File: src/rtl/exec_sequencer.sv
// ----------------------------------------------------------------------------
// exec_sequencer
//   Multi-cycle execution controller for the pico-MIPS datapath. It turns the
//   decoder's per-instruction flags into a PC advance enable and a gated
//   register-file write enable. It stalls for the iterative multiplier and
//   for valid/ready handshakes on the input switches and the output register.
//   Single-cycle instructions pass through with zero stall.
//
// Parameters
//   MULT_CYCLES : multiplier latency in cycles after mult_start (2..15)
//   CNT_W       : width of the multiply countdown counter (holds MULT_CYCLES-1)
//
// Ports
//   clk        : system clock, rising edge
//   reset      : asynchronous, active-high reset
//   mult       : decoder flag, current instruction is MULT
//   read_in    : decoder flag, current instruction is STIN
//   write_out  : decoder flag, current instruction is LOUT
//   reg_write  : decoder register-write request
//   in_valid   : external input data valid
//   out_ready  : external sink ready for output data
//   pc_en      : PC update enable (increment or branch)
//   reg_we     : gated register-file write enable
//   mult_start : one-cycle start pulse to the multiplier
//   in_ready   : processor is accepting input data
//   out_valid  : output data valid
//   state      : current FSM state, for debug
// ----------------------------------------------------------------------------
module exec_sequencer #(
  parameter int unsigned MULT_CYCLES = 4,
  parameter int unsigned CNT_W       = 4
) (
  input  logic       clk,
  input  logic       reset,
  input  logic       mult,
  input  logic       read_in,
  input  logic       write_out,
  input  logic       reg_write,
  input  logic       in_valid,
  input  logic       out_ready,
  output logic       pc_en,
  output logic       reg_we,
  output logic       mult_start,
  output logic       in_ready,
  output logic       out_valid,
  output logic [1:0] state
);

  localparam logic [1:0] RUN       = 2'd0;
  localparam logic [1:0] MULT_WAIT = 2'd1;
  localparam logic [1:0] IN_WAIT   = 2'd2;
  localparam logic [1:0] OUT_WAIT  = 2'd3;

  logic [1:0]       r_state;
  logic [CNT_W-1:0] r_cnt;
  logic [1:0]       w_state_nxt;
  logic [CNT_W-1:0] w_cnt_nxt;

  always_ff @(posedge clk or posedge reset) begin
    if (reset) begin
      r_state <= RUN;
      r_cnt   <= '0;
    end else begin
      r_state <= w_state_nxt;
      r_cnt   <= w_cnt_nxt;
    end
  end

  always_comb begin
    w_state_nxt = r_state;
    w_cnt_nxt   = r_cnt;
    pc_en       = 1'b0;
    reg_we      = 1'b0;
    mult_start  = 1'b0;
    in_ready    = 1'b0;
    out_valid   = 1'b0;

    case (r_state)
      RUN: begin
        // Flag priority on illegal multi-flag encodings: mult > read_in > write_out.
        if (mult) begin
          mult_start  = 1'b1;
          w_cnt_nxt   = CNT_W'(MULT_CYCLES - 1);
          w_state_nxt = MULT_WAIT;
        end else if (read_in) begin
          in_ready = 1'b1;
          if (in_valid) begin
            pc_en  = 1'b1;
            reg_we = reg_write;
          end else begin
            w_state_nxt = IN_WAIT;
          end
        end else if (write_out) begin
          out_valid = 1'b1;
          if (out_ready) begin
            pc_en = 1'b1;
          end else begin
            w_state_nxt = OUT_WAIT;
          end
        end else begin
          pc_en  = 1'b1;
          reg_we = reg_write;
        end
      end

      MULT_WAIT: begin
        if (r_cnt == '0) begin
          pc_en       = 1'b1;
          reg_we      = reg_write;
          w_state_nxt = RUN;
        end else begin
          w_cnt_nxt = r_cnt - CNT_W'(1);
        end
      end

      IN_WAIT: begin
        in_ready = 1'b1;
        if (in_valid) begin
          pc_en       = 1'b1;
          reg_we      = reg_write;
          w_state_nxt = RUN;
        end
      end

      OUT_WAIT: begin
        out_valid = 1'b1;
        if (out_ready) begin
          pc_en       = 1'b1;
          w_state_nxt = RUN;
        end
      end

      default: begin
        w_state_nxt = RUN;
      end
    endcase

    // Outputs are Mealy; force them quiet while reset is held so an aborted
    // instruction never produces a write or a PC step.
    if (reset) begin
      pc_en      = 1'b0;
      reg_we     = 1'b0;
      mult_start = 1'b0;
      in_ready   = 1'b0;
      out_valid  = 1'b0;
    end
  end

  assign state = r_state;

endmodule

File: config.mk
export PLATFORM = sky130hd
export DESIGN_NAME = exec_sequencer
export DESIGN_NICKNAME = d
export VERILOG_FILES = /design/src/rtl/exec_sequencer.sv
export SDC_FILE = /design/constraint.sdc
export NUM_CORES = 1
export LEC_CHECK = 0
export ABC_AREA = 1
export CORE_AREA = 2 2 39 41
export DETAILED_ROUTE_END_ITERATION = 12
export DIE_AREA = 0 0 41 43
export PLACE_DENSITY = 0.69
export SYNTH_ARGS = -nofsm -noshare
export SYNTH_HDL_FRONTEND = slang
export SYNTH_SLANG_ARGS = --single-unit
File: constraint.sdc
create_clock -name clk -period 2.2 [get_ports clk]
set_input_delay 0.66 -clock clk [delete_from_list [all_inputs] [get_ports clk]]
set_output_delay 0.66 -clock clk [all_outputs]
set_load 0.01 [all_outputs]
== Word-level counts from Yosys, hierarchy flattened ==
Index checks and enable logic that the tools add are counted.
Word-level totals
  register bits after elaboration: 6
  input port bits: 8
Cells by class
  add/sub/neg operators: 1
  equality and inequality tests: 11
  mux-type cells: 39
  reduce and logical (&&, ||, !) cells: 5
Operator list (number)
  $mux 1: 23
  $mux 2: 8
  $ne 4x4->1 const B: 3
  $ne 2x2->1 const B: 5
  $mux 4: 2
  $pmux 2 s4: 1
  $pmux 4 s2: 1
  $reduce_and 6->1: 1
  $eq 2x2->1 const B: 2
  $logic_not 4->1: 1
  $pmux 1 s2: 2
  $pmux 1 s4: 1
  $sub 4x1->4 const B: 1
  $pmux 1 s3: 1
  $reduce_and 3->1: 1
  $eq 2x1->1 const B: 1
  $logic_not 2->1: 1
  $reduce_bool 2->1: 1

== Depth between registers and ports, before layout ==
Gate-level depths: netlist (run 1).
  depth after elaboration: 6
  depth in mapped cells: 9

== Worst setup path after synthesis (run 1) ==
OpenSTA, ideal clock, no wires.
  kind: register -> output
  from: register r_state[0], in the netlist state[0]
  to: output port pc_en
  arrival time: 1278 ps
  data required time: 1540 ps
  setup slack: 262 ps
  cell stages (with the launch flop): 7
  buffers on the path: 0
  cell sequence: dfrtp_1 inv_1 ha_1 nand2_1 nor2_1 o21ai_2 a21oi_1
On the way
  longest elaborated chain between the ends: 3
Ends and longest elaborated chain
  start: declaration: RTL line 54  | logic [1:0] r_state;
  start signal: assignment: RTL line 64  | r_state <= w_state_nxt;
  $eq 2x2->1 (tied with other cells): RTL line 78  | case (r_state)
  $pmux 1 s4 (*): RTL line 78
  $mux 1 (*): RTL line 140  | if (reset) begin
  end: declaration: RTL line 41  | output logic pc_en,
Mark *: on every way between the ends. The rest lies on a longest branch, timed or not.

== Worst setup path after layout (run 1) ==
  from: input port mult
  to: output port pc_en
On the way
  longest elaborated chain between the ends: 3
Ends and longest elaborated chain
  start: declaration: RTL line 35  | input logic mult,
  $mux 1: RTL line 81  | if (mult) begin
  $pmux 1 s4: RTL line 78
  $mux 1: RTL line 140
Every way passes these cells.

==> metrics.log, run 1 <==
[metrics] result of the run: finished, violations left
[metrics] violations in the final reports: negative setup slack
[metrics] DP Cell Count: 136
[metrics] routed wire length: 1430 um
[metrics] num rows: 14
[metrics] number of input and output port buffers inserted: 14
[metrics] fillers: 126
[metrics] via count of the first global-routing pass: 576
[metrics] Syn Inst Count: 87
[metrics] starting utilization of the core area: 0.407
[metrics] floorplan core area: 0.00138 mm^2
[metrics] die span in x: 41 um
[metrics] Max Slew Vio Count: 0
[metrics] Syn Area/Cell: 6.47 um^2
[metrics] Worst Path Class, Setup: input pin to output pin
[metrics] NetSw: 0.448 mW
[metrics] Mapped Area: 563 um^2
[metrics] crit path capture type: output pin
[metrics] power density over cell area: 1160 mW/mm^2
[metrics] clock latency on the worst-skew pair: 250 ps
[metrics] share of final-layout standard cells stronger than drive strength 1: 0.336
[metrics] number of placed I/O pins: 15
[metrics] average wire length per cell after detail routing: 10.2 um
[metrics] via count of the routed design: 652
[metrics] TritonCTS clock tree: yes
[metrics] clock group share of total power: 0.099
[metrics] part of the power in registers: 0.192
[metrics] DRC violation count after routing: 0
[metrics] combinational group share of total power: 0.709
[metrics] data arrival time at the worst-slack endpoint: 1570 ps
[metrics] net count after synthesis: 102
[metrics] post-route clock period utilization: 1.02
[metrics] Post-Route Hold Slack: 547 ps
[metrics] y dimension of the die: 43 um
[metrics] internal cell power: 0.580 mW
[metrics] area delta synth->final: 57.8%
[metrics] sum of net half-perimeters after detailed placement: 1120 um
[metrics] sort of element at the start of the critical path: input pin
[metrics] placer's final routability congestion estimate: 0.702
[metrics] worst clock skew: 6.72 ps
[metrics] largest net degree at the start of global routing: 7
[metrics] number of antenna violations at the first check in global routing: 0
[metrics] # clock sinks: 6
[metrics] final critical-path setup slack: -33.9 ps
[metrics] tightest slew margin relative to the limit: 0.893
[metrics] total die area: 0.00176 mm^2
[metrics] part of the Yosys area used for sequential elements: 0.267
[metrics] FF+latch count, synth: 6
[metrics] DRT iter0 DRCs: 3
[metrics] type of the worst min-delay path: register to register
[metrics] switching share of power: 0.436
[metrics] Total GRT Usage: 0.180
[metrics] remaining antenna violation count after routing: 0
[metrics] post-cts hold buffer count: 0
[metrics] via-per-instance ratio: 4.62
[metrics] unrepaired setup endpoints after global routing: yes
[metrics] wire length of the first global-routing pass: 2170 um
[metrics] number of distinct library cells after synthesis: 18
[metrics] Longest Clk Path Bufs: 2
[metrics] Final Setup Violations: 1
[metrics] final hold violations: 0
[metrics] leakage power: 0.528 nW
[metrics] highest clock rate: 0.448 GHz
[metrics] worst vdd rail ir drop: 0.545 mV
[metrics] final net count: 142
[metrics] depth of the CTS H-tree: 1
[metrics] total clock buffers created by CTS: 3
[metrics] critical path required time: 1540 ps
[metrics] count of inserted antenna diode cells: 0
[metrics] Clock Root Buffer: sky130_fd_sc_hd__clkbuf_4
[metrics] total global routing overflow: 0
[metrics] non-filler cells, final: 141
[metrics] CP max FO: 2
[metrics] minimum period implied by the final worst setup slack: 2230 ps
[metrics] number of iterations in the first detailed-routing pass: 4
[metrics] Worst Tran Pin Value: 160 ps
[metrics] number of violations of the max-capacitance limit: 0
[metrics] CTS clk-pin slew, worst paths: 40 ps
[metrics] Synthesis Warnings: 0
-- layout by cell type, fill, tap and decap left out, types with 3 or more instances in the layout --
| cell type | instances |
|---|---|
| sky130_fd_sc_hd__inv_2 | 4 |
| sky130_fd_sc_hd__clkbuf_4 | 3 |
| sky130_fd_sc_hd__nor2_1 | 6 |
| sky130_fd_sc_hd__buf_4 | 21 |
| sky130_fd_sc_hd__clkdlybuf4s50_1 | 3 |
| sky130_fd_sc_hd__buf_2 | 4 |
| sky130_fd_sc_hd__nand3_1 | 4 |
| sky130_fd_sc_hd__ha_1 | 5 |
| sky130_fd_sc_hd__inv_1 | 12 |
| sky130_fd_sc_hd__nand2_1 | 31 |
| sky130_fd_sc_hd__dfrtp_1 | 6 |
| sky130_fd_sc_hd__dlygate4sd2_1 | 4 |
-- synth_stat cells, drive strengths merged --
library cell	number	area share
inv	16	0.11
nand4	1	0.011
nor3	1	0.0089
xor2	1	0.016
nand3	6	0.062
nand2	33	0.22
o21a	2	0.027
nor2	7	0.047
ha	7	0.16
dfrtp	6	0.27
a21oi	3	0.033
o21ai	4	0.042
-- final cells by class --
cell class | count | area [um^2] | area share
well taps | 16 | 20.0 | 0.0225
inverters | 16 | 60.1 | 0.0676
repair buffers | 35 | 268 | 0.301
clock buffers | 3 | 22.5 | 0.0254
flip-flops and latches | 6 | 150 | 0.169
multi-input cells | 65 | 368 | 0.414
-- registers in the layout, indices dropped and copies added, names as in the netlist --
| register | flops |
|---|---|
| r_cnt | 4 |
| state | 2 |
-- per-stage QoR --
stage | setup TNS [ps] | cell area [um^2] | power, mW | setup WS (ps) | util
global placement | -2640 | 866 | 0.914 | -609 | 0.626
detailed placement | -2690 | 866 | 0.931 | -625 | 0.626
global route | -148 | 888 | 1.15 | -95.9 | 0.642
CTS | 0 | 891 | 1.04 | 0.909 | 0.644
finish | -33.9 | 888 | 1.03 | -33.9 | 0.642
floorplan | 0 | 563 | 0.599 | 262 | -
-- final timing paths --
path / startpoint / endpoint / slack (ps) / depth (start not counted)
worst max-delay path: mult / pc_en / -30 / 8
worst min-delay path: r_cnt[0]$_DFFE_PP0P_ / r_cnt[0]$_DFFE_PP0P_ / 550 / 3
worst max register to register: state[0]$_DFFE_PP0P_ / state[0]$_DFFE_PP0P_ / 760 / 9
worst min register to register: r_cnt[0]$_DFFE_PP0P_ / r_cnt[0]$_DFFE_PP0P_ / 550 / 3
max in group asynchronous: reset / r_cnt[0]$_DFFE_PP0P_ / 1500 / 3
min in group asynchronous: reset / state[1]$_DFFE_PP0P_ / 580 / 3
-- metal layers --
| layer | track usage | share of wire |
|---|---|---|
| met2 | 0.325 | 0.52 |
| met4 | 0.0600 | 0.015 |
| met5 | 0 | 0 |
| met3 | 0.0314 | 0.023 |
| met1 | 0.195 | 0.44 |
-- power groups by stage --
stage          clock (mW)  sequential (mW)  combinational (mW)
6_report            0.102            0.197               0.729
5_1_grt             0.112            0.204               0.830
4_1_cts             0.107            0.196               0.738
3_5_place_dp            0            0.197               0.734
3_3_place_gp            0            0.193               0.721
2_1_floorplan           0            0.215               0.384
-- worst max-delay path, cell delays in order --
cell	delay [ps]
sky130_fd_sc_hd__clkdlybuf4s15_1	180
sky130_fd_sc_hd__inv_1	70
sky130_fd_sc_hd__nand2_1	90
sky130_fd_sc_hd__nor2_2	120
sky130_fd_sc_hd__buf_4	130
sky130_fd_sc_hd__o21ai_2	50
sky130_fd_sc_hd__a21oi_1	120
sky130_fd_sc_hd__buf_2	150
-- cell families after synthesis --
kind of cell | count (synthesis) | share of synthesized area
buf+inv | 16 | 0.107
fa+ha+maj | 7 | 0.156
compound gates | 9 | 0.102
flops | 6 | 0.267
xor+xnor | 1 | 0.0156
simple gates | 48 | 0.353
-- what timing repair did --
item,in CTS,in global routing
pin swaps,4,1
buffers inserted,2,0
endpoints found under the setup margin,5,3
gates resized for setup,32,3
endpoints found under the hold margin,0,0
Power figures use the tool's default switching activity.
==> inputs of run 2 (changes only) <==
--- a/config.mk
+++ b/config.mk
@@ -10,6 +10,7 @@
 export DETAILED_ROUTE_END_ITERATION = 12
 export DIE_AREA = 0 0 41 43
 export PLACE_DENSITY = 0.69
+export REMOVE_ABC_BUFFERS = 1
 export SYNTH_ARGS = -nofsm -noshare
 export SYNTH_HDL_FRONTEND = slang
 export SYNTH_SLANG_ARGS = --single-unit
==> results of run 2 <==
The final DEF is identical to that of run 1; final timing and power are the same.
